===== src/rtl/cdc_pkg.sv =====
// Shared types and defaults for the 4-phase handshake receiver.
package cdc_pkg;

  localparam int unsigned DW_DEF  = 8;
  localparam int unsigned CW_DEF  = 8;
  localparam int unsigned TMO_DEF = 255;

  typedef enum logic [1:0] {
    IDLE        = 2'd0,
    WAIT_RDY    = 2'd1,
    WAIT_REQ_LO = 2'd2
  } state_e;

  function automatic int unsigned tmo_width(input int unsigned tmo);
    return $clog2(tmo + 1);
  endfunction

endpackage


===== src/rtl/cdc_hs_rx_if.sv =====
// Handshake bundle between the clka-side sender and the clkb-side receiver/consumer.
interface cdc_hs_rx_if #(
  parameter int unsigned DW = 8
) ();

  logic          req_sync;
  logic [DW-1:0] data_a;
  logic          ack_b;
  logic [DW-1:0] dout;
  logic          dout_valid;
  logic          dout_ready;

  modport master (
    output req_sync, data_a, dout_ready,
    input  ack_b, dout, dout_valid
  );

  modport slave (
    input  req_sync, data_a, dout_ready,
    output ack_b, dout, dout_valid
  );

endinterface


===== src/rtl/cdc_tmo_cnt.sv =====
// Clearable up-counter that flags expiry once it reaches TMO-1.
module cdc_tmo_cnt
  import cdc_pkg::*;
#(
  parameter int unsigned TMO = TMO_DEF
) (
  input  logic clkb,
  input  logic rst,
  input  logic i_load,
  input  logic i_en,
  output logic o_expire
);

  localparam int unsigned W = tmo_width(TMO);

  logic [W-1:0] r_cnt;

  always_ff @(posedge clkb or negedge rst) begin
    if (!rst) begin
      r_cnt <= '0;
    end else if (i_load) begin
      r_cnt <= '0;
    end else if (i_en) begin
      r_cnt <= r_cnt + 1'b1;
    end
  end

  assign o_expire = (r_cnt == W'(TMO - 1));

endmodule


===== src/rtl/cdc_hs_rx.sv =====
// Receive side of a 4-phase req/ack crossing: captures data_a on req rise,
// offers it on valid/ready, and returns ack once the word is consumed.
module cdc_hs_rx
  import cdc_pkg::*;
#(
  parameter int unsigned DW  = DW_DEF,
  parameter int unsigned CW  = CW_DEF,
  parameter int unsigned TMO = TMO_DEF
) (
  input  logic          clkb,
  input  logic          rst,
  cdc_hs_rx_if.slave    io_hs,
  output logic [CW-1:0] o_xfer_cnt,
  output logic          o_proto_err,
  output logic          o_timeout_err
);

  state_e        r_state;
  logic          r_req_d;
  logic          r_ack;
  logic          r_valid;
  logic [DW-1:0] r_dout;
  logic [CW-1:0] r_cnt;
  logic          r_perr;
  logic          r_terr;

  logic w_rise;
  logic w_fall;
  logic w_accept;
  logic w_tmo_load;
  logic w_tmo_en;
  logic w_tmo_exp;

  assign w_rise     = io_hs.req_sync & ~r_req_d;
  assign w_fall     = ~io_hs.req_sync & r_req_d;
  assign w_accept   = r_valid & io_hs.dout_ready;
  assign w_tmo_load = (r_state == WAIT_RDY) & w_accept;
  assign w_tmo_en   = (r_state == WAIT_REQ_LO) & io_hs.req_sync;

  cdc_tmo_cnt #(
    .TMO (TMO)
  ) u_tmo_cnt (
    .clkb     (clkb),
    .rst      (rst),
    .i_load   (w_tmo_load),
    .i_en     (w_tmo_en),
    .o_expire (w_tmo_exp)
  );

  always_ff @(posedge clkb or negedge rst) begin
    if (!rst) begin
      r_state <= IDLE;
      r_req_d <= 1'b0;
      r_ack   <= 1'b0;
      r_valid <= 1'b0;
      r_dout  <= '0;
      r_cnt   <= '0;
      r_perr  <= 1'b0;
      r_terr  <= 1'b0;
    end else begin
      r_req_d <= io_hs.req_sync;
      case (r_state)
        IDLE: begin
          if (w_rise) begin
            r_dout  <= io_hs.data_a;
            r_valid <= 1'b1;
            r_state <= WAIT_RDY;
          end
        end
        WAIT_RDY: begin
          if (w_accept) begin
            r_valid <= 1'b0;
            r_cnt   <= r_cnt + 1'b1;
            // Word is delivered, but the sender already withdrew req: no ack.
            if (w_fall) begin
              r_perr  <= 1'b1;
              r_state <= IDLE;
            end else begin
              r_ack   <= 1'b1;
              r_state <= WAIT_REQ_LO;
            end
          end else if (w_fall) begin
            r_valid <= 1'b0;
            r_perr  <= 1'b1;
            r_state <= IDLE;
          end
        end
        WAIT_REQ_LO: begin
          if (!io_hs.req_sync) begin
            r_ack   <= 1'b0;
            r_state <= IDLE;
          end else if (w_tmo_exp) begin
            r_terr  <= 1'b1;
            r_ack   <= 1'b0;
            r_state <= IDLE;
          end
        end
        default: r_state <= IDLE;
      endcase
    end
  end

  assign io_hs.ack_b      = r_ack;
  assign io_hs.dout       = r_dout;
  assign io_hs.dout_valid = r_valid;
  assign o_xfer_cnt       = r_cnt;
  assign o_proto_err      = r_perr;
  assign o_timeout_err    = r_terr;

endmodule

===== src/flat_wrapper.sv =====
// flat-port wrapper written by rule: the top's interface ports become plain ports
module cdc_hs_rx_flat import cdc_pkg::*;
#(
  parameter int unsigned DW  = DW_DEF,
  parameter int unsigned CW  = CW_DEF,
  parameter int unsigned TMO = TMO_DEF
)
  (clkb, rst, o_xfer_cnt, o_proto_err, o_timeout_err, io_hs_req_sync, io_hs_data_a, io_hs_dout_ready, io_hs_ack_b, io_hs_dout, io_hs_dout_valid);
  cdc_hs_rx_if #(.DW(DW)) io_hs_i ();
  input  logic clkb;
  input  logic rst;
  output logic [CW-1:0] o_xfer_cnt;
  output logic o_proto_err;
  output logic o_timeout_err;
  input wire logic [$bits(io_hs_i.req_sync)-1:0] io_hs_req_sync;
  input wire logic [$bits(io_hs_i.data_a)-1:0] io_hs_data_a;
  input wire logic [$bits(io_hs_i.dout_ready)-1:0] io_hs_dout_ready;
  output wire logic [$bits(io_hs_i.ack_b)-1:0] io_hs_ack_b;
  output wire logic [$bits(io_hs_i.dout)-1:0] io_hs_dout;
  output wire logic [$bits(io_hs_i.dout_valid)-1:0] io_hs_dout_valid;
  assign io_hs_i.req_sync = io_hs_req_sync;
  assign io_hs_i.data_a = io_hs_data_a;
  assign io_hs_i.dout_ready = io_hs_dout_ready;
  assign io_hs_ack_b = io_hs_i.ack_b;
  assign io_hs_dout = io_hs_i.dout;
  assign io_hs_dout_valid = io_hs_i.dout_valid;
  cdc_hs_rx #(.DW(DW), .CW(CW), .TMO(TMO)) u_core (.clkb(clkb), .rst(rst), .io_hs(io_hs_i), .o_xfer_cnt(o_xfer_cnt), .o_proto_err(o_proto_err), .o_timeout_err(o_timeout_err));
endmodule

===== config.mk =====
export PLATFORM = sky130hd
export DESIGN_NAME = cdc_hs_rx_flat
export DESIGN_NICKNAME = d
export VERILOG_FILES = /design/src/rtl/cdc_pkg.sv /design/src/rtl/cdc_hs_rx_if.sv /design/src/rtl/cdc_tmo_cnt.sv /design/src/rtl/cdc_hs_rx.sv /design/src/flat_wrapper.sv
export SDC_FILE = /design/constraint.sdc
export NUM_CORES = 1
export LEC_CHECK = 0
export CORE_AREA = 5 5 79 52
export CTS_CLUSTER_SIZE = 28
export DETAILED_ROUTE_END_ITERATION = 8
export DIE_AREA = 0 0 84 57
export MAX_ROUTING_LAYER = met4
export PLACE_DENSITY = 0.71
export SLEW_MARGIN = 40
export SYNTH_ARGS = -nofsm -noshare
export SYNTH_HDL_FRONTEND = slang
export SYNTH_SLANG_ARGS = --single-unit

===== constraint.sdc =====
create_clock -name clkb -period 3.6 [get_ports clkb]
set_clock_uncertainty 0.15 [all_clocks]
set_input_delay 0.9 -clock clkb [delete_from_list [all_inputs] [get_ports clkb]]
set_output_delay 0.9 -clock clkb [all_outputs]
set_load 0.05 [all_outputs]

==> results.json, run 1 <==
{
  "status": "completed",
  "hold_path.class": "register to register",
  "grt_max_degree": 32,
  "crit_fanout": 6,
  "first_pass_iters": 4,
  "start_util_pct": 42.0,
  "min_period_ps": 2660,
  "setup_violations": 0,
  "die_area_mm2": 0.00479,
  "ff2ff_setup_slack_ps": 1770,
  "rsz0062_at_grt": "no",
  "ys_types": 38,
  "met1_usage_pct": 16.4,
  "pre_cts_slack_ps": 820,
  "layout_common_cells": "clkdlybuf4s50_1 (31), dfrtp_1 (31), nand2_1 (11)",
  "htree_num_levels": 2,
  "async_flop_share_pct": 100,
  "yosysSeqAreaShare_pct": 54.3,
  "cts_setup_buffers": 0,
  "grt_pass1_vias": 1085,
  "synth_enable_flop_cells": 0,
  "worstPathArrival_ps": 1610,
  "io_pins": 32,
  "final_core_util_pct": 55.8,
  "clock_latency_ps": 280,
  "fmax_ghz": 0.376,
  "hold_viol": 0,
  "syn2layout_area_growth_pct": 32.9,
  "chipHeight_um": 57,
  "ant_nets": 0,
  "clk_pin_slew_worst_paths_ps": 60,
  "irDropWorstVdd_uv": 373,
  "synth_cells": 121,
  "synth_nets": 136,
  "root_buffer": "clkbuf_8",
  "viasPerCell": 5.20,
  "drive_above_1_share_pct": 13.9,
  "die_w_um": 84,
  "clock_sink_count": 31,
  "vias": 1066,
  "p_leak_uw": 0.000806,
  "critPathMaxStageDelay_ps": 860,
  "slowest_stage": "clkdlybuf4s50_1",
  "antenna_cells": 0,
  "rows": 17,
  "hpwl_um": 2260,
  "max_slew_margin_pct": 61.5,
  "placedCellCount": 197,
  "drc": 0,
  "antenna_found_initial": 0,
  "crit_path_end_kind": "primary output",
  "numCtsBuffers": 5,
  "final_nets": 172,
  "syn-cell-area_mm2": 0.00143,
  "track_usage_pct": 14.0,
  "drt_wl_total_um": 2960,
  "yosys_warnings": 0,
  "gp_congestion": 0.738,
  "grt_pass1_wl_um": 5130,
  "avgRoutedWirePerCell_um": 14.4,
  "layoutNonFillerInstCount": 205,
  "ctsResizeCount": 0,
  "synth-seq-cells": 31,
  "worstPathCellList": "clkdlybuf4s50_1",
  "cts_tree": "built",
  "powerDensity_mw_per_mm2": 846,
  "cp_num_buf_inv": 1,
  "port_buffers": 31,
  "tightest_slew_ps": 574,
  "required_ps": 2550,
  "ys.flop_type": "dfrtp_1",
  "finalCritPeriodShare_pct": 73.9,
  "cts_max_path_buffers": 2,
  "first_iter_violations": 35,
  "worstSetupStartpointType": "register",
  "maxSlewViolCount": 0,
  "use_met2_pct": 22.2,
  "coreArea_mm2": 0.00340,
  "syn_avg_cell_area_um2": 11.8,
  "overflow": 0,
  "fin_setup_tns_ps": 0,
  "grt_busiest_layer": "met2",
  "holdWs_ps": 319,
  "path_class": "register to primary output",
  "critical_path.top_delay_family": "buffers and inverters",
  "met3_usage_pct": 4.91,
  "cap_viol_max_count": 0,
  "timing.final.ws_setup_ps": 940,
  "postCtsHoldBufs": 0
}
[report_power, final]
part / switching [uW] / internal, uW / total (uW)
clock: 124 / 224 / 348
combinational: 422 / 265 / 687
sequential: 116 / 456 / 572
[stage by stage]
stage / cell area, um2 / total power (uW)
6_report: 1900 / 1610
5_1_grt: 1900 / 1690
4_1_cts: 1900 / 1630
3_5_place_dp: 1780 / 1270
3_3_place_gp: 1780 / 1250
2_1_floorplan: 1430 / 1040
[routing by layer]
| metal | part of all wire, % | wire length [um] |
|---|---|---|
| met1 | 45 | 1340 |
| met2 | 49 | 1460 |
| met3 | 4.4 | 129 |
| met4 | 1.2 | 35 |
| met5 | 0 | 0 |
[synth_stat cells (3+ instances only)]
| cell type | n | area, um2 |
|---|---|---|
| nand3_1 | 3 | 15.0 |
| ha_1 | 3 | 37.5 |
| xnor2_1 | 4 | 35.0 |
| a21oi_1 | 5 | 25.0 |
| nand2_1 | 11 | 41.3 |
| mux2_2 | 8 | 90.1 |
| dfrtp_1 | 31 | 776 |
| nand4_1 | 4 | 25.0 |
| o21ai_0 | 6 | 30.0 |
| xor2_1 | 4 | 35.0 |
| o31ai_1 | 4 | 30.0 |
| nor2_1 | 3 | 11.3 |
| inv_1 | 5 | 18.8 |
| nor3_1 | 3 | 15.0 |
[cells by family after synthesis]
| group | count (synthesis) | synth area share [%] |
|---|---|---|
| XOR/XNOR | 8 | 4.90 |
| multiplexers | 8 | 6.30 |
| AND/OR/NAND/NOR | 38 | 17.4 |
| buffers and inverters | 8 | 2.98 |
| adder cells (fa/ha/maj) | 3 | 2.63 |
| AO/OA/AOI/OAI | 25 | 11.5 |
| flip-flops | 31 | 54.3 |
[layout make-up]
cell class	count	area (um2)
Clock buffer	6	82.6
Fill cell	296	1500
Sequential cell	31	776
Inverter	5	18.8
Tap cell	47	58.8
Timing Repair Buffer	32	318
Clock inverter	2	35.0
Multi-Input combinational cell	82	611
[final timing paths]
path | to | start | cells past startpoint
hold / removal | u_core.o_proto_err | u_core.o_proto_err | 1
setup / recovery | io_hs_dout_valid | u_core.io_hs.dout_valid | 1
hold reg to reg | u_core.o_proto_err | u_core.o_proto_err | 1
min in group asynchronous | u_core.u_tmo_cnt.r_cnt[3] | rst | 2
max in group asynchronous | u_core.u_tmo_cnt.r_cnt[0] | rst | 2
setup reg to reg | u_core.u_tmo_cnt.r_cnt[5] | u_core.r_state[0] | 3
[sequential cells by signal, summed over array words and instances, names as in the netlist]
signal	count
u_core.io_hs.dout	8
u_core.o_xfer_cnt	8
u_core.u_tmo_cnt.r_cnt	8
u_core.r_state	2
u_core.io_hs.ack_b	1
u_core.io_hs.dout_valid	1
u_core.o_proto_err	1
u_core.o_timeout_err	1
u_core.r_req_d	1
(Power assumes the default switching activity.)
==> run 2, diff against run 1 <==
==> constraint.sdc (replaced) <==
create_clock -name clkb -period 2.6 [get_ports clkb]
set_clock_uncertainty 0.15 [all_clocks]
set_input_delay 0.65 -clock clkb [delete_from_list [all_inputs] [get_ports clkb]]
set_output_delay 0.65 -clock clkb [all_outputs]
set_load 0.05 [all_outputs]
==> run 2 against run 1 <==
Compared with the run above:
- final cell count grew 0.49%
- register-to-register slack worse by 1000 ps
- combinational power up 38%
- non-clock buffer count up 2
- setup slack worse by 750 ps
- global-route usage down 0.51 points
- largest cell class unchanged
==> results.json, run 2 (synthesized netlist as in run 1, its figures left out) <==
{
  "status": "completed",
  "hold_viol": 0,
  "slowest_stage": "clkdlybuf4s50_1",
  "rows": 17,
  "vias": 1062,
  "overflow": 0,
  "grt_pass1_vias": 1079,
  "hpwl_um": 2120,
  "drt_wl_total_um": 2860,
  "min_period_ps": 2400,
  "postCtsHoldBufs": 0,
  "chipHeight_um": 57,
  "rsz0062_at_grt": "no",
  "start_util_pct": 42.0,
  "required_ps": 1800,
  "worstPathCellList": "clkdlybuf4s50_1",
  "drive_above_1_share_pct": 14.5,
  "hold_path.class": "register to register",
  "fin_setup_tns_ps": 0,
  "clk_pin_slew_worst_paths_ps": 60,
  "ctsResizeCount": 0,
  "die_w_um": 84,
  "final_core_util_pct": 55.4,
  "antenna_cells": 0,
  "viasPerCell": 5.16,
  "port_buffers": 31,
  "cp_num_buf_inv": 1,
  "antenna_found_initial": 0,
  "first_iter_violations": 59,
  "worstPathArrival_ps": 1600,
  "worstSetupStartpointType": "register",
  "cts_tree": "built",
  "tightest_slew_ps": 502,
  "final_nets": 174,
  "numCtsBuffers": 5,
  "htree_num_levels": 2,
  "io_pins": 32,
  "syn2layout_area_growth_pct": 31.9,
  "irDropWorstVdd_uv": 542,
  "crit_path_end_kind": "primary output",
  "track_usage_pct": 13.5,
  "powerDensity_mw_per_mm2": 1120,
  "grt_max_degree": 32,
  "holdWs_ps": 319,
  "grt_pass1_wl_um": 4950,
  "drc": 0,
  "fmax_ghz": 0.416,
  "critPathMaxStageDelay_ps": 860,
  "p_leak_uw": 0.000803,
  "clock_latency_ps": 280,
  "die_area_mm2": 0.00479,
  "ant_nets": 0,
  "finalCritPeriodShare_pct": 92.5,
  "critical_path.top_delay_family": "buffers and inverters",
  "coreArea_mm2": 0.00340,
  "cts_setup_buffers": 0,
  "layout_common_cells": "clkdlybuf4s50_1 (31), dfrtp_1 (31), nand2_1 (11)",
  "crit_fanout": 6,
  "cts_max_path_buffers": 2,
  "clock_sink_count": 31,
  "gp_congestion": 0.762,
  "root_buffer": "clkbuf_8",
  "max_slew_margin_pct": 66.4,
  "cap_viol_max_count": 0,
  "avgRoutedWirePerCell_um": 13.9,
  "setup_violations": 0,
  "path_class": "register to primary output",
  "maxSlewViolCount": 0,
  "first_pass_iters": 4
}
run 2: changes by cell type in the layout (fill, tap and decap cells not counted), sizes merged:
cell    before  now
buf          1    3
bufinv       1    0
run 2: worst paths after layout:
kind	startpoint	endpoint	slack, ps	depth (start not counted)
hold reg to reg	u_core.o_xfer_cnt[7]	u_core.o_xfer_cnt[7]	320	1
setup reg to reg	u_core.r_state[0]	u_core.u_tmo_cnt.r_cnt[7]	750	3
setup / recovery	u_core.io_hs.dout_valid	io_hs_dout_valid	200	1
max in group asynchronous	rst	u_core.o_xfer_cnt[3]	1410	2
hold / removal	u_core.o_xfer_cnt[7]	u_core.o_xfer_cnt[7]	320	1
min in group asynchronous	rst	u_core.u_tmo_cnt.r_cnt[6]	600	2
run 2: layer usage:
metal / part of all wire (%) / vias to the layer above / GRT usage (%) / routed length, um
met5: 0 / - / - / 0
met4: 1.8 / 0 / 6.19 / 52
met3: 4.9 / 8 / 4.76 / 141
met2: 46 / 26 / 20.8 / 1330
met1: 47 / 514 / 15.9 / 1340
li1: - / 514 / - / -
run 2: metrics by stage:
stage | setup slack (ps) | std cells | cell area [um2] | total power, uW
after detailed placement | 206 | 199 | 1800 | 1760
after global routing | 131 | 206 | 1880 | 2240
final | 195 | 206 | 1880 | 2110
after CTS | 184 | 206 | 1880 | 2130
after floorplan | 879 | 121 | 1430 | 1440
after global placement | 262 | 199 | 1800 | 1740
run 2: power breakdown:
group | internal, uW | total (uW) | switching, uW
registers | 631 | 791 | 160
logic | 372 | 951 | 580
clock network | 207 | 371 | 164
total | 1210 | 2110 | 904
run 2: final cells by class:
cell class / instances / area (um2)
Clock inverter: 1 / 5.00
Timing Repair Buffer: 34 / 333
Multi-Input combinational cell: 82 / 611
Sequential cell: 31 / 776
Clock buffer: 6 / 82.6
Fill cell: 292 / 1520
Inverter: 5 / 18.8
Tap cell: 47 / 58.8
run 2: worst reg2reg max path: stages, from the launching register on:
cell      delay (ps)
dfrtp_1          540
nand3b_2         370
or4_1            550
a21oi_1          170
